===== src/rtl/opb_ts_snapshot_ctrl.sv =====
// opb_ts_snapshot_ctrl: arms on a CTRL write, latches each channel's timestamp on
// its first valid strobe, then freezes the set for OPB readback.
module opb_ts_snapshot_ctrl #(
    parameter logic [31:0] C_BASEADDR   = 32'h0108B700,
    parameter logic [31:0] C_HIGHADDR   = 32'h0108B7FF,
    parameter int unsigned C_OPB_AWIDTH = 32,
    parameter int unsigned C_OPB_DWIDTH = 32,
    parameter int unsigned N_CH         = 4,
    parameter int unsigned C_TIMEOUT    = 1024
) (
    input  logic                      OPB_Clk,
    input  logic                      OPB_Rst,
    input  logic [0:C_OPB_AWIDTH-1]   OPB_ABus,
    input  logic [0:C_OPB_DWIDTH/8-1] OPB_BE,
    input  logic [0:C_OPB_DWIDTH-1]   OPB_DBus,
    input  logic                      OPB_RNW,
    input  logic                      OPB_select,
    input  logic                      OPB_seqAddr,
    output logic [0:C_OPB_DWIDTH-1]   Sl_DBus,
    output logic                      Sl_xferAck,
    output logic                      Sl_errAck,
    output logic                      Sl_retry,
    output logic                      Sl_toutSup,
    input  logic [32*N_CH-1:0]        ts_in,
    input  logic [N_CH-1:0]           ts_valid,
    output logic                      snap_busy
);

    localparam int unsigned AW    = C_OPB_AWIDTH;
    localparam int unsigned DW    = C_OPB_DWIDTH;
    localparam int unsigned IDX_W = AW - 2;
    localparam int unsigned CNT_W = 16;
    localparam int unsigned TMR_W = 16;

    localparam logic [TMR_W-1:0] TIMER_LAST = TMR_W'(C_TIMEOUT - 1);
    localparam logic [N_CH-1:0]  MASK_FULL  = '1;

    typedef enum logic [1:0] {
        S_IDLE  = 2'd0,
        S_ARMED = 2'd1,
        S_READY = 2'd2
    } state_t;

    state_t             state;
    logic [N_CH-1:0]    mask;
    logic               timeout;
    logic [TMR_W-1:0]   timer;
    logic [CNT_W-1:0]   snap_count;
    logic [31:0]        snap [N_CH];

    logic [AW-1:0]      abus;
    logic [DW-1:0]      wdata;
    logic [AW-1:0]      offset;
    logic [IDX_W-1:0]   word_idx;
    logic               hit;
    logic               sel_hold;
    logic               wr_arm;
    logic               wr_clear;
    logic [DW-1:0]      dbus_q;
    logic [31:0]        status_word;
    logic [31:0]        rd_word;
    logic [N_CH-1:0]    cap;
    logic [N_CH-1:0]    mask_nxt;
    logic               unused_bits;

    // Bus-order vectors mapped MSB-first onto conventional descending vectors
    assign abus     = OPB_ABus;
    assign wdata    = OPB_DBus;
    assign offset   = abus - AW'(C_BASEADDR);
    assign word_idx = offset[AW-1:2];
    assign hit      = OPB_select && (abus >= AW'(C_BASEADDR)) && (abus <= AW'(C_HIGHADDR));

    assign Sl_DBus    = dbus_q;
    assign Sl_errAck  = 1'b0;
    assign Sl_retry   = 1'b0;
    assign Sl_toutSup = 1'b0;

    assign unused_bits = ^{OPB_BE, OPB_seqAddr, wdata[DW-3:0], offset[1:0]};

    // Channels that latch this cycle if armed, and the resulting mask
    assign cap      = ts_valid & ~mask;
    assign mask_nxt = mask | cap;

    // STATUS word: state, timeout, entry count, captured mask (channel 0 in LSB)
    always_comb begin
        status_word          = '0;
        status_word[31:30]   = state;
        status_word[29]      = timeout;
        status_word[23:8]    = snap_count;
        status_word[N_CH-1:0] = mask;
    end

    // Read mux; CTRL and unmapped offsets read as zero
    always_comb begin
        rd_word = '0;
        if (word_idx == IDX_W'(1)) begin
            rd_word = status_word;
        end
        for (int k = 0; k < N_CH; k++) begin
            if (word_idx == IDX_W'(k + 2)) begin
                rd_word = snap[k];
            end
        end
    end

    // OPB slave: one ack per select, read data and CTRL pulses registered into the ack cycle
    always_ff @(posedge OPB_Clk or negedge OPB_Rst) begin
        if (!OPB_Rst) begin
            sel_hold   <= 1'b1;
            Sl_xferAck <= 1'b0;
            dbus_q     <= '0;
            wr_arm     <= 1'b0;
            wr_clear   <= 1'b0;
        end else begin
            Sl_xferAck <= 1'b0;
            dbus_q     <= '0;
            wr_arm     <= 1'b0;
            wr_clear   <= 1'b0;
            if (!OPB_select) begin
                sel_hold <= 1'b0;
            end else if (hit && !sel_hold) begin
                sel_hold   <= 1'b1;
                Sl_xferAck <= 1'b1;
                if (OPB_RNW) begin
                    dbus_q <= DW'(rd_word);
                end else if (word_idx == '0) begin
                    wr_arm   <= wdata[DW-1];
                    wr_clear <= wdata[DW-2];
                end
            end
        end
    end

    // Capture FSM with timer, mask, snapshot registers and entry counter
    always_ff @(posedge OPB_Clk or negedge OPB_Rst) begin
        if (!OPB_Rst) begin
            state      <= S_IDLE;
            snap_busy  <= 1'b0;
            mask       <= '0;
            timeout    <= 1'b0;
            timer      <= '0;
            snap_count <= '0;
            for (int k = 0; k < N_CH; k++) begin
                snap[k] <= '0;
            end
        end else if (wr_arm) begin
            state     <= S_ARMED;
            snap_busy <= 1'b1;
            mask      <= '0;
            timeout   <= 1'b0;
            timer     <= '0;
            for (int k = 0; k < N_CH; k++) begin
                snap[k] <= '0;
            end
        end else begin
            case (state)
                S_IDLE: begin
                    snap_busy <= 1'b0;
                end
                S_ARMED: begin
                    if (wr_clear) begin
                        state     <= S_IDLE;
                        snap_busy <= 1'b0;
                    end else if (mask == MASK_FULL) begin
                        state      <= S_READY;
                        snap_busy  <= 1'b0;
                        snap_count <= snap_count + CNT_W'(1);
                    end else begin
                        for (int k = 0; k < N_CH; k++) begin
                            if (cap[k]) begin
                                snap[k] <= ts_in[32*k +: 32];
                            end
                        end
                        mask <= mask_nxt;
                        if (timer == TIMER_LAST) begin
                            state      <= S_READY;
                            snap_busy  <= 1'b0;
                            timeout    <= (mask_nxt != MASK_FULL);
                            snap_count <= snap_count + CNT_W'(1);
                        end else begin
                            timer <= timer + TMR_W'(1);
                        end
                    end
                end
                S_READY: begin
                    if (wr_clear) begin
                        state     <= S_IDLE;
                        snap_busy <= 1'b0;
                    end
                end
                default: begin
                    state     <= S_IDLE;
                    snap_busy <= 1'b0;
                end
            endcase
        end
    end

endmodule


===== config.mk =====
export PLATFORM = sky130hd
export DESIGN_NAME = opb_ts_snapshot_ctrl
export DESIGN_NICKNAME = d
export VERILOG_FILES = /design/src/rtl/opb_ts_snapshot_ctrl.sv
export SDC_FILE = /design/constraint.sdc
export NUM_CORES = 1
export LEC_CHECK = 0
export BUFFER_PORTS_ARGS = -buffer_cell sky130_fd_sc_hd__clkbuf_2
export CAP_MARGIN = 20
export CELL_PAD_IN_SITES_DETAIL_PLACEMENT = 0
export CELL_PAD_IN_SITES_GLOBAL_PLACEMENT = 1
export CORE_ASPECT_RATIO = 1.1
export CORE_MARGIN = 10
export CORE_UTILIZATION = 44
export CTS_CLUSTER_DIAMETER = 100
export DETAILED_ROUTE_END_ITERATION = 16
export GPL_TIMING_DRIVEN = 0
export MAX_ROUTING_LAYER = met4
export PLACE_DENSITY = 0.87
export SYNTH_ARGS = -nofsm -noshare
export SYNTH_HDL_FRONTEND = slang
export SYNTH_SLANG_ARGS = --single-unit

===== constraint.sdc =====
create_clock -name OPB_Clk -period 5.6 [get_ports OPB_Clk]
set_input_delay 0.56 -clock OPB_Clk [delete_from_list [all_inputs] [get_ports OPB_Clk]]
set_output_delay 0.56 -clock OPB_Clk [all_outputs]
set_load 0.005 [all_outputs]

==> results.cfg <==
[status]
status = finished clean

[timing]
fmax_mhz = 340
tns_ns = 0
rsz0062_at_grt = no
maxSlewViolCount = 0
fin_crit_ns = 2.94
finalHoldViolCount = 0
skew_ns = 0.0193
period_share_pct = 52.5
timing.slew.headroom_pct = 48.7
worstMarginPinSlew_ns = 0.770
finalSetupViolCount = 0

[critical_path]
r2r_start = timer[0]$_DFFE_PN0P_
rr_endpoint = timer[13]$_DFFE_PN0P_
crit_arrival_ns = 3.31
crit_buf_inv = 1
reg2regPathDepth = 8
cp_max_fo = 10
cpMaxStageDelayCell = or4_1
crit_required_ns = 5.97
path_cells = ha_1 > or4bb_1 > or4_1 > a21oi_1 > clkbuf_1 > nor3_1 > xnor2_1 > nor2_1
ff2ff_setup_slack_ns = 2.66
critPathKind = flip-flop to flip-flop
crit_path_start_kind = flip-flop
critPathCaptureType = flip-flop
cp_slowest_stage_delay_ns = 0.57
path_delay_family = simple AND/OR/NAND/NOR gates

[finish]
n_antenna_cell = 0
area_growth_syn_to_layout_pct = 23.9
layout-drive-gt1-share_pct = 28.8
final_nets = 1267

[synthesis]
ys.flop_type = dfrtp_1
synth_top_area_cell = dfrtp_1
synth_compound_area_share_pct = 23.6
avgSynthCellArea_sq_um = 11.3
syn-cell-area_sq_mm = 0.00934
ys_seq_area_share_pct = 54.7
synth_most_common_cell = dfrtp_1
synth_xor_area_share_pct = 2.81
synthSimpleGateAreaFrac_pct = 10.9
syn_inst = 827
synth_warnings = 0
synthArstFlopShare_pct = 100
synth_seq_cells = 204
synthAdderAreaFrac_pct = 0.268
synth_top_family_by_area = compound AO/OA/AOI/OAI gates
synth.area.mux_share_pct = 4.19
synth_enable_flop_cells = 0
synth_common_cells = dfrtp_1, a22o_1, nor2_1
synth_top_area_share_pct = 54.4
synth_cell_types = 53
yosys-top-cells-area = dfrtp_1, a22o_1, a311oi_2

[route]
vias_per_cell = 5.63
ant_nets = 0
vias = 7664
first_pass_iters = 5
drc = 0
wirelength_microns = 28700
drtIter0Drc = 638
wl_per_cell_microns = 21.1

[global_routing]
grt_pass1_wl_microns = 44700
grt_overflow_total = 0
grt_use_total_pct = 20.7
grt_antenna_before_repair = 0
grt_pass1_vias = 7805
grt_max_degree = 112

[floorplanning]
core_region_area_sq_mm = 0.0207
dieArea_sq_mm = 0.0275
ios = 242
die_y_microns = 173
chipWidth_microns = 159
num_rows = 55
start_util_pct = 45.1

[power]
p_leak_nw = 5.44
irDropWorstVdd_v = 0.000205
power_density_mw_per_mm2 = 294
power_w = 0.00341

[clock_network]
cts_tree = built
cts.sinks = 204
cts_setup_buffers = 0
clk_pin_slew_worst_paths_ns = 0.06
clkLatencyLatePin_ns = 0.53
numCtsBuffers = 23
ctsResizeCount = 0
clockBufferDepth = 3
holdBufCountCts = 0
h-tree-depth = 1
clockRootBuffer = clkbuf_16

[worst_hold_path]
hp-class = input port to async pin

[run]
maxCapViolCount = 0

[placement]
port_buffers = 201
place_congestion = 0.920
dp_hpwl_microns = 22000
[power by group]
part	internal [W]	leakage, nW	switching, W
Sequential	0.00152	2.70	0.0000279
Clock	0.000960	0.402	0.000625
Combinational	0.000123	2.34	0.000148
[state kept, by name, indices dropped and copies added, names as in the netlist]
name	count
snap	128
Sl_DBus	32
snap_count	16
timer	16
mask	4
state	2
Sl_xferAck	1
sel_hold	1
snap_busy	1
timeout	1
wr_arm	1
wr_clear	1
[layout by cell type (no fill, tap or decap), types with 4 or more instances in the layout]
cell type	synthesis	layout
dfrtp_1	203	203
clkbuf_2	0	200
a22o_1	128	128
nor2_1	74	74
a21oi_1	54	54
clkbuf_1	52	53
nand2_1	52	52
o21ai_0	29	29
mux2_2	25	25
clkbuf_16	0	23
xnor2_1	21	21
a311oi_2	20	20
nand3_1	16	16
mux2i_1	11	11
o22ai_1	11	11
inv_1	10	10
nor4b_1	9	9
nor3_1	9	9
xor2_1	9	9
o311a_1	9	9
clkinv_2	0	9
a31oi_1	7	7
nand4_1	6	6
nor4_1	6	6
buf_4	6	6
a311oi_1	5	5
and3_1	5	5
or3_1	4	4
and4_1	4	4
o211ai_1	4	4
buf_6	4	4
bufinv_16	0	4
[final cells by class]
cell class / count / area [sq um]
repair buffers: 206 / 1070
flip-flops and latches: 204 / 5110
multi-input cells: 551 / 3910
inverters: 10 / 37.5
fillers: 1831 / 9140
clock buffers: 25 / 593
plain buffers: 64 / 293
well taps: 285 / 357
clock inverters: 17 / 210
[through the flow]
step	setup WS (ns)	util (%)	area [sq um]	hold WS (ns)	instances
2_1_floorplan	2.75	-	9350	0.264	829
3_3_place_gp	0.105	51.7	10700	0.452	1315
3_5_place_dp	2.32	52.0	10800	0.458	1320
4_1_cts	2.65	55.9	11600	0.128	1362
5_1_grt	2.45	55.9	11600	0.137	1362
6_report	2.66	55.9	11600	0.0797	1362
[metal layers]
| metal | global-route usage, % | wire length (microns) | vias up |
|---|---|---|---|
| met3 | 3.78 | 1960 | 45 |
| met4 | 4.87 | 667 | 0 |
| met5 | - | 0 | - |
| met2 | 33.5 | 13900 | 287 |
| met1 | 26.5 | 12200 | 3769 |
| li1 | - | - | 3563 |
[cells by family after synthesis]
group / Yosys count
other: 1
xor gates and xnor gates: 30
muxes: 36
buffers and inverters: 74
DFF: 204
and+or+nand+nor: 203
AOI/OAI and AO/OA: 277
adders and majority gates: 2
[how the worst max path moves through the flow]
stage / startpoint / end / slack (ns) / cells after the start
final: timer[0]$_DFFE_PN0P_ / timer[13]$_DFFE_PN0P_ / 2.66 / 8
after global routing: timer[0]$_DFFE_PN0P_ / timer[5]$_DFFE_PN0P_ / 2.45 / 8
after CTS: timer[0]$_DFFE_PN0P_ / timer[13]$_DFFE_PN0P_ / 2.65 / 8
after detailed placement: OPB_ABus[13] / Sl_DBus[17]$_DFF_PN0_ / 2.32 / 8
after global placement: OPB_Rst / timer[5]$_DFFE_PN0P_ / 0.10 / 1
after floorplan: OPB_ABus[11] / Sl_DBus[10]$_DFF_PN0_ / 2.75 / 8
(Power assumes the default switching activity.)
